==> config.mk <==
export PLATFORM = sky130hd
export DESIGN_NAME = vc_access_ctrl
export DESIGN_NICKNAME = d
export VERILOG_FILES = /design/src/rtl/vc_access_ctrl_pkg.sv /design/src/rtl/vc_evict_fifo.sv /design/src/rtl/vc_access_ctrl.sv
export SDC_FILE = /design/constraint.sdc
export NUM_CORES = 1
export LEC_CHECK = 0
export CAP_MARGIN = 20
export CORE_AREA = 2 2 492 494
export CTS_CLUSTER_DIAMETER = 60
export DETAILED_ROUTE_END_ITERATION = 8
export DIE_AREA = 0 0 494 496
export HOLD_SLACK_MARGIN = 0.15
export PLACE_DENSITY = 0.3
export SLEW_MARGIN = 20
export SYNTH_ARGS = -nofsm -noshare
export SYNTH_HDL_FRONTEND = slang
export SYNTH_SLANG_ARGS = --single-unit
==> constraint.sdc <==
create_clock -name clk -period 17.3 [get_ports clk]
set_input_delay 5.19 -clock clk [delete_from_list [all_inputs] [get_ports clk]]
set_output_delay 5.19 -clock clk [all_outputs]
set_load 0.01 [all_outputs]
==> src/rtl/vc_access_ctrl_pkg.sv <==
// rtl/vc_access_ctrl_pkg.sv - shared l15/victim-cache widths, encodings and helpers
package vc_access_ctrl_pkg;
  localparam int VC_ADDR_WIDTH        = 40;
  localparam int VC_NUM_ENTRIES_LOG2  = 4;
  localparam int L15_CACHELINE_WIDTH  = 128;
  localparam int L15_MESI_STATE_WIDTH = 2;

  localparam logic [L15_MESI_STATE_WIDTH-1:0] L15_MESI_STATE_I = 2'b00;
  localparam logic [L15_MESI_STATE_WIDTH-1:0] L15_MESI_STATE_S = 2'b01;
  localparam logic [L15_MESI_STATE_WIDTH-1:0] L15_MESI_STATE_E = 2'b10;
  localparam logic [L15_MESI_STATE_WIDTH-1:0] L15_MESI_STATE_M = 2'b11;

  localparam logic L15_DTAG_RW_READ  = 1'b0;
  localparam logic L15_DTAG_RW_WRITE = 1'b1;

  function automatic logic [15:0] sat_inc16(input logic [15:0] v);
    return (v == 16'hFFFF) ? v : v + 16'd1;
  endfunction
endpackage

==> src/rtl/vc_evict_fifo.sv <==
// rtl/vc_evict_fifo.sv - two-entry FIFO buffering L1.5 evictions before victim-cache insert
module vc_evict_fifo
  import vc_access_ctrl_pkg::*;
(
  input  logic                           clk,
  input  logic                           rst,
  input  logic                           push_val,
  output logic                           push_rdy,
  input  logic [VC_ADDR_WIDTH-1:0]       push_addr,
  input  logic [L15_CACHELINE_WIDTH-1:0] push_data,
  input  logic                           pop_en,
  output logic                           pop_val,
  output logic [VC_ADDR_WIDTH-1:0]       pop_addr,
  output logic [L15_CACHELINE_WIDTH-1:0] pop_data
);
  logic [VC_ADDR_WIDTH-1:0]       addr_mem [2];
  logic [L15_CACHELINE_WIDTH-1:0] data_mem [2];
  logic                           wr_ptr;
  logic                           rd_ptr;
  logic [1:0]                     count;
  logic                           push;
  logic                           pop;

  // Push is refused when full, so a push+pop on a full FIFO cannot occur.
  assign push_rdy = (count != 2'd2);
  assign pop_val  = (count != 2'd0);
  assign push     = push_val && push_rdy;
  assign pop      = pop_en && pop_val;
  assign pop_addr = addr_mem[rd_ptr];
  assign pop_data = data_mem[rd_ptr];

  always_ff @(posedge clk) begin
    if (rst) begin
      wr_ptr <= 1'b0;
      rd_ptr <= 1'b0;
      count  <= 2'd0;
    end else begin
      if (push) wr_ptr <= ~wr_ptr;
      if (pop)  rd_ptr <= ~rd_ptr;
      case ({push, pop})
        2'b10:   count <= count + 2'd1;
        2'b01:   count <= count - 2'd1;
        default: count <= count;
      endcase
    end
  end

  always_ff @(posedge clk) begin
    if (push) begin
      addr_mem[wr_ptr] <= push_addr;
      data_mem[wr_ptr] <= push_data;
    end
  end
endmodule

==> src/rtl/vc_access_ctrl.sv <==
// rtl/vc_access_ctrl.sv - victim-cache access sequencer: lookup, data/MESI access, eviction insert
module vc_access_ctrl
  import vc_access_ctrl_pkg::*;
(
  input  logic                            clk,
  input  logic                            rst,
  input  logic                            req_val_i,
  output logic                            req_rdy_o,
  input  logic                            req_rw_i,
  input  logic [VC_ADDR_WIDTH-1:0]        req_addr_i,
  input  logic [L15_CACHELINE_WIDTH-1:0]  req_wmask_i,
  input  logic [L15_CACHELINE_WIDTH-1:0]  req_wdata_i,
  output logic                            resp_val_o,
  input  logic                            resp_rdy_i,
  output logic                            resp_hit_o,
  output logic [L15_MESI_STATE_WIDTH-1:0] resp_mesi_o,
  output logic [L15_CACHELINE_WIDTH-1:0]  resp_data_o,
  input  logic                            evict_val_i,
  output logic                            evict_rdy_o,
  input  logic [VC_ADDR_WIDTH-1:0]        evict_addr_i,
  input  logic [L15_CACHELINE_WIDTH-1:0]  evict_data_i,
  output logic                            check_val_o,
  output logic                            check_rw_o,
  output logic [VC_ADDR_WIDTH-1:0]        check_addr_o,
  input  logic [VC_NUM_ENTRIES_LOG2-1:0]  match_index_i,
  input  logic [L15_MESI_STATE_WIDTH-1:0] match_mesi_i,
  output logic                            fetch_val_o,
  output logic                            fetch_rw_o,
  output logic [VC_NUM_ENTRIES_LOG2-1:0]  fetch_index_o,
  output logic [L15_CACHELINE_WIDTH-1:0]  write_mask_o,
  output logic [L15_CACHELINE_WIDTH-1:0]  write_data_o,
  output logic                            mesi_write_val_o,
  output logic [L15_MESI_STATE_WIDTH-1:0] mesi_write_state_o,
  input  logic [L15_CACHELINE_WIDTH-1:0]  fetch_data_i,
  output logic                            store_evict_val_o,
  output logic [VC_ADDR_WIDTH-1:0]        store_evict_addr_o,
  output logic [L15_CACHELINE_WIDTH-1:0]  store_evict_data_o,
  output logic [15:0]                     hit_cnt_o,
  output logic [15:0]                     miss_cnt_o
);
  typedef enum logic [2:0] {ST_IDLE, ST_CHECK, ST_MATCH, ST_DATA, ST_RESP} state_e;

  state_e                          state, state_nxt;
  logic                            rw_q;
  logic [VC_ADDR_WIDTH-1:0]        addr_q;
  logic [L15_CACHELINE_WIDTH-1:0]  mask_q, wdata_q;
  logic                            resp_hit_q;
  logic [L15_MESI_STATE_WIDTH-1:0] resp_mesi_q;
  logic [L15_CACHELINE_WIDTH-1:0]  resp_data_q;
  logic [15:0]                     hit_cnt_q, miss_cnt_q;

  logic                            fifo_val, fifo_push_rdy, pop_allowed;
  logic [VC_ADDR_WIDTH-1:0]        fifo_addr;
  logic [L15_CACHELINE_WIDTH-1:0]  fifo_data;
  logic                            match_hit, accept;

  assign match_hit   = (match_mesi_i != L15_MESI_STATE_I);
  assign accept      = (state == ST_IDLE) && !fifo_val && req_val_i;
  // Inserts would race with an in-flight lookup, so they are held off outside IDLE/RESP.
  assign pop_allowed = !rst && ((state == ST_IDLE) || (state == ST_RESP));

  vc_evict_fifo u_evict_fifo (
    .clk       (clk),
    .rst       (rst),
    .push_val  (evict_val_i),
    .push_rdy  (fifo_push_rdy),
    .push_addr (evict_addr_i),
    .push_data (evict_data_i),
    .pop_en    (pop_allowed),
    .pop_val   (fifo_val),
    .pop_addr  (fifo_addr),
    .pop_data  (fifo_data)
  );

  always_ff @(posedge clk) begin
    if (rst) state <= ST_IDLE;
    else     state <= state_nxt;
  end

  always_comb begin
    state_nxt          = state;
    req_rdy_o          = 1'b0;
    resp_val_o         = 1'b0;
    check_val_o        = 1'b0;
    check_rw_o         = L15_DTAG_RW_READ;
    check_addr_o       = '0;
    fetch_val_o        = 1'b0;
    fetch_rw_o         = L15_DTAG_RW_READ;
    fetch_index_o      = '0;
    write_mask_o       = '0;
    write_data_o       = '0;
    mesi_write_val_o   = 1'b0;
    mesi_write_state_o = L15_MESI_STATE_I;
    if (rst) begin
      req_rdy_o = 1'b1;
      state_nxt = ST_IDLE;
    end else begin
      case (state)
        ST_IDLE: begin
          req_rdy_o = !fifo_val;
          if (accept) state_nxt = ST_CHECK;
        end
        ST_CHECK: begin
          check_val_o  = 1'b1;
          check_addr_o = addr_q;
          state_nxt    = ST_MATCH;
        end
        ST_MATCH: begin
          state_nxt = ST_RESP;
          if (match_hit) begin
            fetch_val_o   = 1'b1;
            fetch_rw_o    = rw_q;
            fetch_index_o = match_index_i;
            if (rw_q == L15_DTAG_RW_WRITE) begin
              write_mask_o       = mask_q;
              write_data_o       = wdata_q;
              mesi_write_val_o   = 1'b1;
              mesi_write_state_o = L15_MESI_STATE_M;
            end else begin
              state_nxt = ST_DATA;
            end
          end
        end
        ST_DATA: state_nxt = ST_RESP;
        ST_RESP: begin
          resp_val_o = 1'b1;
          if (resp_rdy_i) state_nxt = ST_IDLE;
        end
        default: state_nxt = ST_IDLE;
      endcase
    end
  end

  always_ff @(posedge clk) begin
    if (rst) begin
      rw_q        <= L15_DTAG_RW_READ;
      addr_q      <= '0;
      mask_q      <= '0;
      wdata_q     <= '0;
      resp_hit_q  <= 1'b0;
      resp_mesi_q <= L15_MESI_STATE_I;
      resp_data_q <= '0;
      hit_cnt_q   <= '0;
      miss_cnt_q  <= '0;
    end else begin
      if (accept) begin
        rw_q    <= req_rw_i;
        addr_q  <= req_addr_i;
        mask_q  <= req_wmask_i;
        wdata_q <= req_wdata_i;
      end
      if (state == ST_MATCH) begin
        resp_hit_q  <= match_hit;
        resp_data_q <= '0;
        if (match_hit) begin
          resp_mesi_q <= (rw_q == L15_DTAG_RW_WRITE) ? L15_MESI_STATE_M : match_mesi_i;
          hit_cnt_q   <= sat_inc16(hit_cnt_q);
        end else begin
          resp_mesi_q <= L15_MESI_STATE_I;
          miss_cnt_q  <= sat_inc16(miss_cnt_q);
        end
      end
      if (state == ST_DATA) resp_data_q <= fetch_data_i;
    end
  end

  assign resp_hit_o         = resp_val_o && resp_hit_q;
  assign resp_mesi_o        = resp_val_o ? resp_mesi_q : L15_MESI_STATE_I;
  assign resp_data_o        = resp_val_o ? resp_data_q : '0;
  assign evict_rdy_o        = rst || fifo_push_rdy;
  assign store_evict_val_o  = pop_allowed && fifo_val;
  assign store_evict_addr_o = store_evict_val_o ? fifo_addr : '0;
  assign store_evict_data_o = store_evict_val_o ? fifo_data : '0;
  assign hit_cnt_o          = rst ? 16'd0 : hit_cnt_q;
  assign miss_cnt_o         = rst ? 16'd0 : miss_cnt_q;
endmodule

==> run metrics <==
Final #Nets=between 5000 and 6000; grt ovf=0; launch point of the critical path=match_mesi_i[0]; most common library cell in the layout ignoring fill and taps=clkdlybuf4s50_1; Seq cells post-synth=between 800 and 900; area enclosed by the die boundary=between 200000 and 250000 µm²; setup slack of the most critical reg-to-reg path=~13 ns; Max FO, Critical Path=~180; number of clock sinks=between 800 and 900; DRC viols=0; CP max stage cell=clkdlybuf4s50_1; Clock H-tree levels=4; type of the worst setup path=input pin to output pin; hold bufs inserted after CTS=0; clock transition time at the flip-flop clock pins of the worst setup and hold paths=0.05 ns; area of all placed cells without fillers=about 53000 µm²; Hold/Removal Path Class=flip-flop to flip-flop; starting utilization of the core area=0.136; number of stages on the worst hold path=2; synthesis-to-layout area growth=63.2%; DR vias/cell=~3.8; number of nets produced by synthesis=slightly below 4000; most frequent cells in the layout=clkdlybuf4s50_1, nand2_1, dfxtp_1; Final Wtd Congestion=between 0.7 and 0.8; final clock period utilization by the worst path=0.784; Cell Rows=between 150 and 200; power per standard cell area=about 130 nW/µm²; DP Area=~48000 µm²; first-pass GRT wire length=roughly 260 mm; share of cells above drive strength 1=0.0604; maximum root-to-sink buffer count=3; fraction of registers with async set/reset=0; Avg WL per Cell=approximately 25 µm; Design Power=7.08 mW; antenna viol nets, final=0; CP required=between 10 and 15 ns; worst reg2reg path endpoint=wdata_q[118]; critical path endpoint category=output pin; unrepaired setup endpoints after global routing=false; synthesized netlist cell count=3372; P_leak=18.4 nW; cells traversed along the worst timing path=clkdlybuf4s50_1, or2_2, nand2_1, nor2_4, buf_12, buf_16, and3_1, clkdlybuf4s50_1; time the worst path needs with I/O delays and setup=roughly 14 ns; initial antenna violation count=between 100 and 150; HPWL Detailed=about 140 mm; CTS Buf Count=approximately 140; via count of the first global-routing pass=29907; critical register-to-register path startpoint=state[0]; sum of routed wire length over all layers=approximately 190 mm; Worst Hold Margin=about 0.44 ns; max-slew headroom at the worst pin=0.269; number of buffers added on ports=1244; overall routing resource usage=0.149; DR WL met2=between 90 and 100 mm; distinct cell type count of the synthesized netlist=44; pre-CTS WS=about 3.7 ns; sequential cell area fraction in the yosys report=0.599; number of iterations in the first detailed-routing pass=5; TritonCTS clock tree=yes; post-route met1 wirelength=around 75 mm; Final Slew Violations=0; vertical die dimension=between 400 and 500 µm; ys flop type=dfxtp_1; Mean Syn Cell Area=9.63 µm²; largest net degree at the start of global routing=approximately 260; achievable clock frequency=0.0737 GHz; insertion delay of the later-clocked pin in the worst-skew pair=between 0.7 and 0.8 ns; delay of the slowest critical-path stage=just over 0.6 ns; number of enable-type register cells in the synthesized netlist=336; post-cts resize count=0; transition time at the pin with the least slew margin=about 1.1 ns; netlist area before placement=32500 µm²; most prevalent standard cell on the critical path=clkdlybuf4s50_1; Filler cells=around 26000; routed length on met3=20.0 mm; Die X-Extent=between 400 and 500 µm; top routing layer in use=met5; startpoint type of the worst setup path=input pin; length in cells of the worst reg-to-reg path=7; status=complete, no violations; Detailed Route Iter0 Violations=1457; buffer cell driving the clock tree root=clkbuf_16; Critical Path AT=between 8 and 9 ns; Final Skew=0.0372 ns; number of top-level pins=~1200; worst-case vdd ir drop=between 0.00008 and 0.00009 V; Post-CTS Setup Repair Bufs=0; Warnings, synthesis=0; Hold Crit Start=resp_data_q[46]; Final setup violation count=0; number of maximum-capacitance constraint violations=0; final setup margin=between 3 and 4 ns; total via count after detailed routing=29684; Placeable Area=240000 µm²; number of hold-slack violations in the final timing report=0; Post-Route Setup TNS=0 ns; Min-Delay Endpoint=resp_data_q[46]
[power by group]
part	switching (mW)	internal, mW
Clock	1.06	1.74
Sequential	0.210	2.30
Combinational	1.14	0.628
[registers in the layout, summed over array words and instances (netlist names), named ones only]
name                   cells
resp_hit_q                 1
u_evict_fifo.count         2
miss_cnt_q                16
rw_q                       1
resp_mesi_q                2
u_evict_fifo.wr_ptr        1
hit_cnt_q                 16
mask_q                   128
u_evict_fifo.data_mem    256
state                      3
resp_data_q              128
u_evict_fifo.rd_ptr        1
addr_q                    40
u_evict_fifo.addr_mem     80
wdata_q                  128
[final cells by class]
| type | instances | area [µm²] | area share |
|---|---|---|---|
| Sequential cell | 804 | 19500 | 0.367 |
| Timing Repair Buffer | 1286 | 12900 | 0.243 |
| Multi-Input combinational cell | 2270 | 12000 | 0.225 |
| Tap cell | 3185 | 3990 | 0.0752 |
| Clock buffer | 181 | 3780 | 0.0712 |
| Clock inverter | 68 | 841 | 0.0159 |
| Antenna cell | 37 | 92.6 | 0.00175 |
| Inverter | 9 | 33.8 | 0.000637 |
[logic make-up (layout without fill, tap and decap cells)]
family | count (synthesis) | count (layout) | share of synthesized area
buffers and inverters | 298 | 1544 | 0.0352
other | 1 | 38 | 0.000115
DFF | 804 | 804 | 0.599
adders and majority gates | 3 | 3 | 0.00116
AOI/OAI and AO/OA | 481 | 481 | 0.0760
xor gates and xnor gates | 3 | 3 | 0.000809
and+or+nand+nor | 1603 | 1603 | 0.232
muxes | 179 | 179 | 0.0556
[metrics by stage]
| step | instances | utilization |
|---|---|---|
| after global placement | 7553 | 0.201 |
| after CTS | 7802 | 0.221 |
| final | 7840 | 0.221 |
| after global routing | 7815 | 0.221 |
| after floorplan | 3372 | - |
| after detailed placement | 7553 | 0.201 |
[worst max-delay path, delay by kind of cell]
family	cells	cell delay (ns)
buf+inv	4	1.84
simple gates	4	1.01
[synthesized netlist by cell type, drive strengths merged, types with 11 or more instances]
master,count,area [µm²]
a21oi,449,2250
and2,177,1110
and3,260,1630
buf,17,88.8
clkbuf,272,1020
dfxtp,468,9370
edfxtp,336,10100
mux2,11,124
mux2i,168,1680
nand2,735,2760
nand3,142,711
nand4,11,68.8
nor2,198,743
nor2b,28,175
o31ai,11,82.6
or3,13,81.3
or4,12,90.1
[per-layer routing]
layer	vias to the layer above	track usage
met5	-	0
met4	86	0.0474
met3	328	0.0732
met2	1121	0.249
met1	14277	0.166
li1	13872	-
[how the worst max path moves through the flow]
stage | endpoint | slack [ns] | depth (start not counted)
floorplan | u_evict_fifo.addr_mem[0][0] | 4.35 | 2
global placement | write_data_o[11] | 3.72 | 7
detailed placement | mesi_write_state_o[0] | 3.65 | 7
CTS | mesi_write_state_o[0] | 3.66 | 7
global route | write_mask_o[29] | 3.50 | 8
finish | write_mask_o[12] | 3.73 | 8
Note: power is estimated with default switching activity, not from simulation.
